`src/rtl/sdram_cache_pkg.sv`:
```
// Shared types and constants for the SDRAM read cache: FSM state encoding and tag width.
package sdram_cache_pkg;

    typedef enum logic [2:0] {
        IDLE,
        FILL,
        WRITE,
        RELEASE,
        RESPOND
    } cache_state_e;

    localparam int unsigned DEF_ADDRESS_WIDTH = 23;
    localparam int unsigned DEF_INDEX_BITS    = 6;
    localparam int unsigned TAG_BITS          = DEF_ADDRESS_WIDTH - DEF_INDEX_BITS;

    // Tag width for any address/index split.
    function automatic int unsigned tag_bits(input int unsigned aw, input int unsigned ib);
        return aw - ib;
    endfunction

endpackage

```
`src/rtl/sdram_cache_lines.sv`:
```
// Line storage for the direct-mapped cache: valid/tag/data per line, one byte-enabled write
// port, one asynchronous read port, and a single-cycle invalidate-all.
module sdram_cache_lines
    import sdram_cache_pkg::*;
#(
    parameter int unsigned INDEX_BITS = DEF_INDEX_BITS,
    parameter int unsigned TAG_W      = TAG_BITS
) (
    input  logic                  clk,
    input  logic                  reset,
    input  logic                  i_clear_all,
    input  logic                  i_we,
    input  logic [INDEX_BITS-1:0] i_wr_index,
    input  logic [TAG_W-1:0]      i_wr_tag,
    input  logic [3:0]            i_wr_be,
    input  logic [31:0]           i_wr_data,
    input  logic [INDEX_BITS-1:0] i_rd_index,
    output logic                  o_rd_valid_c,
    output logic [TAG_W-1:0]      o_rd_tag_c,
    output logic [31:0]           o_rd_data_c
);

    localparam int unsigned LINES = 2 ** INDEX_BITS;

    logic [LINES-1:0] r_valid;
    logic [TAG_W-1:0] r_tag  [LINES];
    logic [31:0]      r_data [LINES];

    always_ff @(posedge clk) begin
        if (reset || i_clear_all) begin
            r_valid <= '0;
        end else if (i_we) begin
            r_valid[i_wr_index] <= 1'b1;
        end
    end

    always_ff @(posedge clk) begin
        if (i_we) begin
            r_tag[i_wr_index] <= i_wr_tag;
            for (int b = 0; b < 4; b++) begin
                if (i_wr_be[b]) begin
                    r_data[i_wr_index][8*b +: 8] <= i_wr_data[8*b +: 8];
                end
            end
        end
    end

    assign o_rd_valid_c = r_valid[i_rd_index];
    assign o_rd_tag_c   = r_tag[i_rd_index];
    assign o_rd_data_c  = r_data[i_rd_index];

endmodule

```
`src/rtl/sdram_read_cache.sv`:
```
// Direct-mapped, write-through, one-word-per-line cache in front of an SDRAM controller.
// Optional hit/miss counters are built when SDRAM_CACHE_STATS_EN is defined.
module sdram_read_cache
    import sdram_cache_pkg::*;
#(
    parameter int unsigned ADDRESS_WIDTH = 23,
    parameter int unsigned INDEX_BITS    = 6
) (
    input  logic                     clk,
    input  logic                     reset,
    input  logic                     cpu_valid,
    input  logic [ADDRESS_WIDTH-1:0] cpu_address,
    input  logic [31:0]              cpu_wdata,
    input  logic [3:0]               cpu_nwr,
    output logic [31:0]              cpu_rdata,
    output logic                     cpu_ready,
    input  logic                     flush,
`ifdef SDRAM_CACHE_STATS_EN
    output logic [31:0]              hit_count,
    output logic [31:0]              miss_count,
`endif
    output logic                     mem_req,
    input  logic                     mem_ack,
    output logic [ADDRESS_WIDTH-1:0] mem_address,
    output logic [31:0]              mem_data_out,
    input  logic [31:0]              mem_data_in,
    output logic [3:0]               mem_nwr
);

    localparam int unsigned TAG_W = tag_bits(ADDRESS_WIDTH, INDEX_BITS);

    cache_state_e             r_state;
    cache_state_e             w_next;
    logic [ADDRESS_WIDTH-1:0] r_addr;
    logic [31:0]              r_wdata;
    logic [3:0]               r_nwr;
    logic [31:0]              r_cpu_rdata;
    logic                     r_cpu_ready;
    logic                     r_skip;
    logic                     r_mem_req;
    logic                     r_flush_pend;

    logic                     w_accept;
    logic                     w_hit_accept;
    logic                     w_clear;
    logic                     w_line_we;
    logic [3:0]               w_line_be;
    logic [31:0]              w_line_wdata;
    logic [INDEX_BITS-1:0]    w_rd_index;
    logic [TAG_W-1:0]         w_cmp_tag;
    logic                     w_rd_valid;
    logic [TAG_W-1:0]         w_rd_tag;
    logic [31:0]              w_rd_data;
    logic                     w_hit;

    sdram_cache_lines #(
        .INDEX_BITS (INDEX_BITS),
        .TAG_W      (TAG_W)
    ) u_lines (
        .clk          (clk),
        .reset        (reset),
        .i_clear_all  (w_clear),
        .i_we         (w_line_we),
        .i_wr_index   (r_addr[INDEX_BITS-1:0]),
        .i_wr_tag     (r_addr[ADDRESS_WIDTH-1:INDEX_BITS]),
        .i_wr_be      (w_line_be),
        .i_wr_data    (w_line_wdata),
        .i_rd_index   (w_rd_index),
        .o_rd_valid_c (w_rd_valid),
        .o_rd_tag_c   (w_rd_tag),
        .o_rd_data_c  (w_rd_data)
    );

    // Lookup the incoming request while idle, the latched request otherwise.
    always_comb begin
        w_rd_index = r_addr[INDEX_BITS-1:0];
        w_cmp_tag  = r_addr[ADDRESS_WIDTH-1:INDEX_BITS];
        if (r_state == IDLE) begin
            w_rd_index = cpu_address[INDEX_BITS-1:0];
            w_cmp_tag  = cpu_address[ADDRESS_WIDTH-1:INDEX_BITS];
        end
    end

    assign w_hit = w_rd_valid && (w_rd_tag == w_cmp_tag);

    always_ff @(posedge clk) begin
        if (reset) begin
            r_state <= IDLE;
        end else begin
            r_state <= w_next;
        end
    end

    // Next state and line-write control; flush wins over a same-cycle request.
    always_comb begin
        w_next       = r_state;
        w_accept     = 1'b0;
        w_hit_accept = 1'b0;
        w_clear      = 1'b0;
        w_line_we    = 1'b0;
        w_line_be    = 4'h0;
        w_line_wdata = 32'h0;
        unique case (r_state)
            IDLE: begin
                if (flush || r_flush_pend) begin
                    w_clear = 1'b1;
                end else if (cpu_valid && !r_cpu_ready && !r_skip) begin
                    w_accept = 1'b1;
                    if (cpu_nwr != 4'hF) begin
                        w_next = WRITE;
                    end else if (w_hit) begin
                        w_hit_accept = 1'b1;
                    end else begin
                        w_next = FILL;
                    end
                end
            end
            FILL: begin
                if (mem_ack) begin
                    w_line_we    = 1'b1;
                    w_line_be    = 4'hF;
                    w_line_wdata = mem_data_in;
                    w_next       = RELEASE;
                end
            end
            WRITE: begin
                if (mem_ack) begin
                    w_line_we    = w_hit;
                    w_line_be    = ~r_nwr;
                    w_line_wdata = r_wdata;
                    w_next       = RELEASE;
                end
            end
            RELEASE: begin
                if (!mem_ack) begin
                    w_next = RESPOND;
                end
            end
            RESPOND: begin
                w_next = IDLE;
            end
            default: begin
                w_next = IDLE;
            end
        endcase
    end

    // r_skip masks the cycle after a completion, when the CPU's valid may still be stale.
    always_ff @(posedge clk) begin
        if (reset) begin
            r_cpu_ready  <= 1'b0;
            r_skip       <= 1'b0;
            r_mem_req    <= 1'b0;
            r_nwr        <= 4'hF;
            r_flush_pend <= 1'b0;
        end else begin
            r_cpu_ready <= w_hit_accept || (w_next == RESPOND);
            r_skip      <= r_cpu_ready;
            r_mem_req   <= (w_next == FILL) || (w_next == WRITE);
            if (w_accept) begin
                r_nwr <= cpu_nwr;
            end
            if (w_clear) begin
                r_flush_pend <= 1'b0;
            end else if (flush && (r_state != IDLE)) begin
                r_flush_pend <= 1'b1;
            end
        end
    end

    always_ff @(posedge clk) begin
        if (w_accept) begin
            r_addr  <= cpu_address;
            r_wdata <= cpu_wdata;
        end
        if (w_hit_accept) begin
            r_cpu_rdata <= w_rd_data;
        end else if ((r_state == FILL) && mem_ack) begin
            r_cpu_rdata <= mem_data_in;
        end
    end

    assign cpu_ready    = r_cpu_ready;
    assign cpu_rdata    = r_cpu_rdata;
    assign mem_req      = r_mem_req;
    assign mem_address  = r_addr;
    assign mem_data_out = r_wdata;
    assign mem_nwr      = r_nwr;

`ifdef SDRAM_CACHE_STATS_EN
    logic [31:0] r_hit_count;
    logic [31:0] r_miss_count;

    always_ff @(posedge clk) begin
        if (reset || w_clear) begin
            r_hit_count  <= 32'h0;
            r_miss_count <= 32'h0;
        end else begin
            if (w_hit_accept) begin
                r_hit_count <= r_hit_count + 32'd1;
            end
            if ((r_state == RESPOND) && (r_nwr == 4'hF)) begin
                r_miss_count <= r_miss_count + 32'd1;
            end
        end
    end

    assign hit_count  = r_hit_count;
    assign miss_count = r_miss_count;
`else
    // Statistics disabled: no counters are built.
`endif

endmodule

```
`config.mk`:
```
export PLATFORM = sky130hd
export DESIGN_NAME = sdram_read_cache
export DESIGN_NICKNAME = d
export VERILOG_FILES = /design/src/rtl/sdram_cache_pkg.sv /design/src/rtl/sdram_cache_lines.sv /design/src/rtl/sdram_read_cache.sv
export SDC_FILE = /design/constraint.sdc
export NUM_CORES = 2
export LEC_CHECK = 0
export BUFFER_PORTS_ARGS = -buffer_cell sky130_fd_sc_hd__buf_2
export CAP_MARGIN = 15
export CORE_ASPECT_RATIO = 1.5
export CORE_MARGIN = 2
export CORE_UTILIZATION = 40
export CTS_BUF_LIST = sky130_fd_sc_hd__clkbuf_8
export DETAILED_ROUTE_END_ITERATION = 16
export PLACE_DENSITY = 0.54
export SLEW_MARGIN = 30
export SYNTH_ARGS = -nofsm -noshare
export SYNTH_HDL_FRONTEND = slang
export SYNTH_SLANG_ARGS = --single-unit
export TNS_END_PERCENT = 50
```
`constraint.sdc`:
```
create_clock -name clk -period 5.6 [get_ports clk]
set_input_delay 0.28 -clock clk [delete_from_list [all_inputs] [get_ports clk]]
set_output_delay 0.28 -clock clk [all_outputs]
set_load 0.01 [all_outputs]
```
* Yosys cells after proc, flatten, opt, wreduce, memory -nomap -nowiden
Memories as Yosys holds them, arrays and structs flattened. A register that Yosys moved wholly into a read port is not among the register bits. Index checks and enable logic that the tools add are counted.
Storage, ports and cells: flip-flop bits (word level) 130, memories 2, logic and storage cells 87, RAM bits 3136, output and inout bits 93
Operators by class: mux-type cells 46, equality and inequality tests 8, order comparisons 3, bitwise operators 2, reduce and logical (&&, ||, !) cells 17
Memories:
- u_lines.r_data | words 64, bits a word 32, read ports 1, clocked after Yosys merged registers in 1, wr ports 1, line sdram_cache_lines.sv:27 | logic [31:0] r_data [LINES];
- u_lines.r_tag | words 64, bits a word 17, read ports 1, clocked after Yosys merged registers in 0, wr ports 1, line sdram_cache_lines.sv:26 | logic [TAG_W-1:0] r_tag [LINES];
Operators by type and width (number):
- $mux W32 | 2
- $or A64 B64 Y64 | 1
- $pmux W32 S2 | 1
- $mux W1 | 28
- $mux W3 | 6
- $eq A17 B17 Y1 | 1
- $mux W17 | 1
- $lt A6 B7 Y1 const B | 2
- $eq A3 B2 Y1 const B | 3
- $pmux W3 S3 | 1
- $mux W4 | 2
- $pmux W4 S2 | 1
- $bmux W1 S6 | 1
- $demux W1 S6 | 1
- $eq A3 B1 Y1 const B | 2
- $ge A6 B1 Y1 const B | 1
- $logic_and A1 B1 Y1 | 6
- $mux W6 | 1
- $logic_or A1 B1 Y1 | 4
- $ne A4 B4 Y1 const B | 1
- $not A4 Y4 | 1
- $reduce_or A2 Y1 | 2
- $eq A3 B3 Y1 const B | 1
- $logic_not A3 Y1 | 1
- other kinds (4) | 5

* Longest topological paths before layout
depth after elaboration 12, depth in mapped cells 20, mapped depth without buffers 11

* By module
A second synthesis with hierarchy kept.
Second synthesis, totals: cell total of the unflattened synthesis 5760, area total of the unflattened synthesis 127023.1 um2
By module, submodules not included:
- sdram_cache_lines | sequential area each 95451.5 um2, area each 122572.6 um2, instances 1, cells an instance 5444
- sdram_read_cache | sequential area each 2832.7 um2, area each 4450.5 um2, instances 1, cells an instance 316

* Worst setup path before layout
OpenSTA, ideal clock, no wires.
kind reg2reg, from reg r_addr[0], in the netlist mem_address[0], to mem u_lines.r_tag[10][0] (netlist name), enable pin, data arrival time 4.421 ns, clock period less this slack 4.811 ns, library setup time 0.391 ns, path buffers 6, path slack 0.789 ns, stages on the path, launching flop included 17, data required time 5.209 ns, cell sequence edfxtp_1 -> buf_2 -> buf_4 -> buf_4 -> buf_2 -> mux4_2 -> a22oi_1 -> o221ai_1 -> a211o_1 -> o22ai_1 -> xnor2_1 -> o211ai_1 -> a2111oi_2 -> a21oi_1 -> buf_2 -> buf_4 -> nor2_1
Between the ends: word-level cells in the longest chain between the ends 8, elaborated cells on any way between the ends 10, those cells by class 1 x eq/ne; 7 x mux; 1 x reduce/logical; 1 x memory
Ends and longest elaborated chain:
- start, declared | line sdram_read_cache.sv:34 | logic [ADDRESS_WIDTH-1:0] r_addr;
- start signal, assigned | line sdram_read_cache.sv:173 | r_addr <= cpu_address;
- $mux W6 | line sdram_read_cache.sv:78 | if (r_state == IDLE) begin
- $mem_v2 Z64 W17 / $bmux W1 S6 (equally long branches)
- $eq A17 B17 Y1 / $mux W1 (equally long branches) | line sdram_read_cache.sv:84, sdram_cache_lines.sv:48
- $logic_and A1 B1 Y1 | line sdram_read_cache.sv:84 | assign w_hit = w_rd_valid && (w_rd_tag == w_cmp_tag);
- $mux W1 | line sdram_read_cache.sv:127 | if (mem_ack) begin
- $pmux W1 S2 | line sdram_read_cache.sv:103 | unique case (r_state)
- $mux W1 | line sdram_cache_lines.sv:38 | if (i_we) begin
- $mux W1 (not written as such) | line sdram_cache_lines.sv:39 | r_tag[i_wr_index] <= i_wr_tag;
- end, declared | line sdram_cache_lines.sv:26
Parallel ways exist; a longest one is shown, timed or not. The select of a mux whose other input is x is not followed.

* Worst setup path in the final report
from reg r_state[2], to mem u_lines.r_data[34][2], enable pin
Between the ends: word-level cells in the longest chain between the ends 9, elaborated cells on any way between the ends 16, those cells by class 3 x eq/ne; 10 x mux; 2 x reduce/logical; 1 x memory
Ends and longest elaborated chain:
- start, declared | line sdram_read_cache.sv:32 | cache_state_e r_state;
- start signal, assigned | line sdram_read_cache.sv:90 | r_state <= w_next;
- $logic_not A3 Y1 | line sdram_read_cache.sv:78
- $mux W6 | line sdram_read_cache.sv:78
- $mem_v2 Z64 W17 / $bmux W1 S6 (equally long branches)
- $eq A17 B17 Y1 / $mux W1 (equally long branches) | line sdram_read_cache.sv:84, sdram_cache_lines.sv:48
- $logic_and A1 B1 Y1 | line sdram_read_cache.sv:84
- $mux W1 | line sdram_read_cache.sv:127
- $pmux W1 S2 | line sdram_read_cache.sv:103
- $mux W1 (*) | line sdram_cache_lines.sv:38
- $mux W1 (not written as such) (*) | line sdram_cache_lines.sv:42 | r_data[i_wr_index][8*b +: 8] <= i_wr_data[8*b +: 8];
- end, declared | line sdram_cache_lines.sv:27
Mark *: on every way between the ends. The rest lies on a longest branch, timed or not. The select of a mux whose other input is x is not followed.

==> results_dict.tcl <==
set metrics [dict create \
    seq_area_frac_synth 0.716 \
    syn_nets 10400 \
    routabilityCongestion 0.990 \
    finalHoldViolations 0 \
    layout_common_cells "3,223 x edfxtp_1, 2,376 x nand2_1, 1,241 x nand3_1" \
    ys_seq_elements 3298 \
    final_util 0.468 \
    hp-start "mem_data_in[29]" \
    core-area_um2 342000 \
    fillers 30100 \
    cp_slowest_stage_delay_ps 570 \
    critical_path_arrival_ps 6360 \
    syn_area_per_cell_um2 13.4 \
    grt-ovfl-total 0 \
    cp-end-kind "register" \
    setup_ws_ps -81.4 \
    ir_drop_v 0.000225 \
    status "complete, but fails checks" \
    power_mw 56.1 \
    grt_usage 0.291 \
    maxCapViolCount 0 \
    syn_area_um2 137000 \
    initial_utilization 0.402 \
    worst-setup-path-type "register to register" \
    power_density_nw_per_um2 350 \
    layout-drive-gt1-share 0.190 \
    placementRows 263 \
    yosys_warnings 0 \
    cts_setup_buffers 0 \
    routed_wl_um 517000 \
    post-route-min-period_ps 5680 \
    rsz0062_at_grt "yes" \
    insertion_delay_ps 1190 \
    grt_max_degree 206 \
    die_area_um2 348000 \
    grt_pass1_vias 93600 \
    fin_skew_ps 160 \
    dieHeight_um 722 \
    cts-buffers-inserted 484 \
    netlist_instances 10300 \
    setup_viol 150 \
    drt-initial-drc-count 11500 \
    max_freq_mhz 176 \
    postPlaceCellArea_um2 149000 \
    timing.rr.start "r_state[2]$_SDFF_PP0_" \
    crit_path_max_fanout 12 \
    ctsLongestPathBuffers 4 \
    wire_per_inst_um 32.2 \
    cp_num_buf_inv 6 \
    grt_pass1_wl_um 714000 \
    clock-sinks 3298 \
    async_flop_share 0 \
    clk_pin_slew_ps 70 \
    worst_pin_slew_ps 1120 \
    drc 0 \
    finish.instance_area_um2 160000 \
    path_cells "buf_4 -> or4b_1 -> buf_4 -> o21ai_1 -> buf_4 -> buf_12 -> nand2_1 -> o221a_2 -> o2111ai_1 -> o41ai_1 -> xnor2_1 -> nand4_4 -> a2111oi_4 -> a21oi_4 -> buf_12 -> buf_12 -> nor2_1" \
    h-tree-depth 5 \
    slew_violations 0 \
    min_path_cells 2 \
    nets 11200 \
    finalCritPeriodShare 1.01 \
    io_pins 189 \
    multiInputGateArea_um2 36500 \
    r2r_slack_ps -80 \
    violations "setup timing" \
    cp_top_family "compound AO/OA/AOI/OAI gates" \
    crit_cells 17 \
    slowest_stage "or4b_1" \
    vias 95000 \
    cp-startpoint "r_state[2]$_SDFF_PP0_" \
    cp-start-kind "register" \
    synth-edff-count 3223 \
    antenna_found_initial 44 \
    ys_types 96 \
    hpwl_um 335000 \
    ant_nets 0 \
    firstDrtPassIters 8 \
    synth_ff_type "edfxtp_1" \
    via_per_inst 5.92 \
    chipWidth_um 482 \
    mostFrequentLayoutCell "edfxtp_1" \
    slew_headroom 0.252 \
    min_path_type "input pin to register" \
    cts_tree "built" \
    io_buffer_count 188 \
    rr_worst_depth 17 \
    pre_cts_slack_ps -255 \
    syn_to_final_growth_pct 16.7 \
    power_leakage_nw 56.1 \
    critPathRequiredTime_ps 6280 \
    root_buffer "clkbuf_8" \
    register_area_um2 98300 \
]
[sequential cells by signal, indices dropped and copies added, names as in the netlist]
register,cells
u_lines.r_data,2048
u_lines.r_tag,1088
u_lines.r_valid,64
cpu_rdata,32
mem_data_out,32
mem_address,23
mem_nwr,4
r_state,3
cpu_ready,1
mem_req,1
r_flush_pend,1
r_skip,1
[layer usage]
metal | GRT usage | vias to the layer above | share of wire
li1 | - | 40500 | -
met1 | 0.345 | 47800 | 0.36
met2 | 0.480 | 5252 | 0.48
met3 | 0.0582 | 1398 | 0.084
met4 | 0.192 | 14 | 0.077
met5 | 0 | - | 0.00020
[per-stage QoR]
step           hold WS, ps  TNS [ps]  std cells
3_3_place_gp           434   -625590      15000
3_5_place_dp           443   -137800      15000
5_1_grt               49.7      -193      16000
2_1_floorplan          379         0      10300
4_1_cts             0.0731     -1360      16000
6_report              69.2     -2910      16000
[worst paths after layout]
kind | to
worst max-delay path | u_lines.r_data[34][2]$_DFFE_PP_
worst min-delay path | u_lines.r_data[57][29]$_DFFE_PP_
worst min register to register | u_lines.r_valid[45]$_SDFFE_PP0N_
worst max register to register | u_lines.r_data[34][2]$_DFFE_PP_
[synth_stat cells, types with 15 or more instances]
cell type,count,share of area
a2111oi_0,27,0.0017
a211oi_1,217,0.012
a21oi_1,151,0.0055
a221oi_1,15,0.00096
a22o_1,35,0.0022
a22oi_1,20,0.0011
a311oi_1,210,0.013
a31oi_1,110,0.0050
a32oi_1,19,0.0012
and3_1,276,0.013
buf_1,76,0.0021
buf_2,156,0.0057
buf_4,48,0.0026
buf_6,47,0.0039
clkbuf_1,426,0.012
dfxtp_1,75,0.011
edfxtp_1,3223,0.70
mux2_2,46,0.0038
mux2i_1,254,0.019
mux4_2,146,0.024
nand2_1,2420,0.066
nand3_1,1242,0.045
nand4_1,24,0.0011
nor2_1,382,0.010
nor2b_1,44,0.0020
nor3_1,78,0.0028
nor4_1,29,0.0013
o21ai_0,58,0.0021
o221ai_1,26,0.0017
o22ai_1,54,0.0025
o31ai_1,69,0.0038
[cell type report]
cell class,instances,share of cell area
antenna,19,0.000297
inverter,8,0.000187
sequential,3298,0.614
tap,4505,0.0352
clock buffer,508,0.0437
timing repair buffer,1108,0.0637
clock inverter,396,0.0156
multi-input combinational,6203,0.228
[power breakdown]
| part | internal (mW) | switching, mW |
|---|---|---|
| sequential | 27.2 | 0.0571 |
| clock | 9.78 | 9.69 |
| combinational | 2.73 | 6.65 |
| total | 39.7 | 16.4 |
[kinds of logic (layout without fill, tap and decap cells)]
group,count (synthesis),after routing,synth area share
other cells,0,19,0
simple gates,4596,4596,0.148
compound gates,1141,1141,0.0623
flops,3298,3298,0.716
mux,446,446,0.0462
xor+xnor,20,20,0.00128
buf+inv,761,2020,0.0261
[repair_timing]
item | 4_1_cts | 5_1_grt
setup endpoints to repair | 1511 | 2744
endpoints found under the hold margin | 443 | 60
hold buffers | 142 | 2
gates resized for setup | 85 | 64
cloned | 0 | 0
Note: power is estimated with default switching activity, not from simulation.
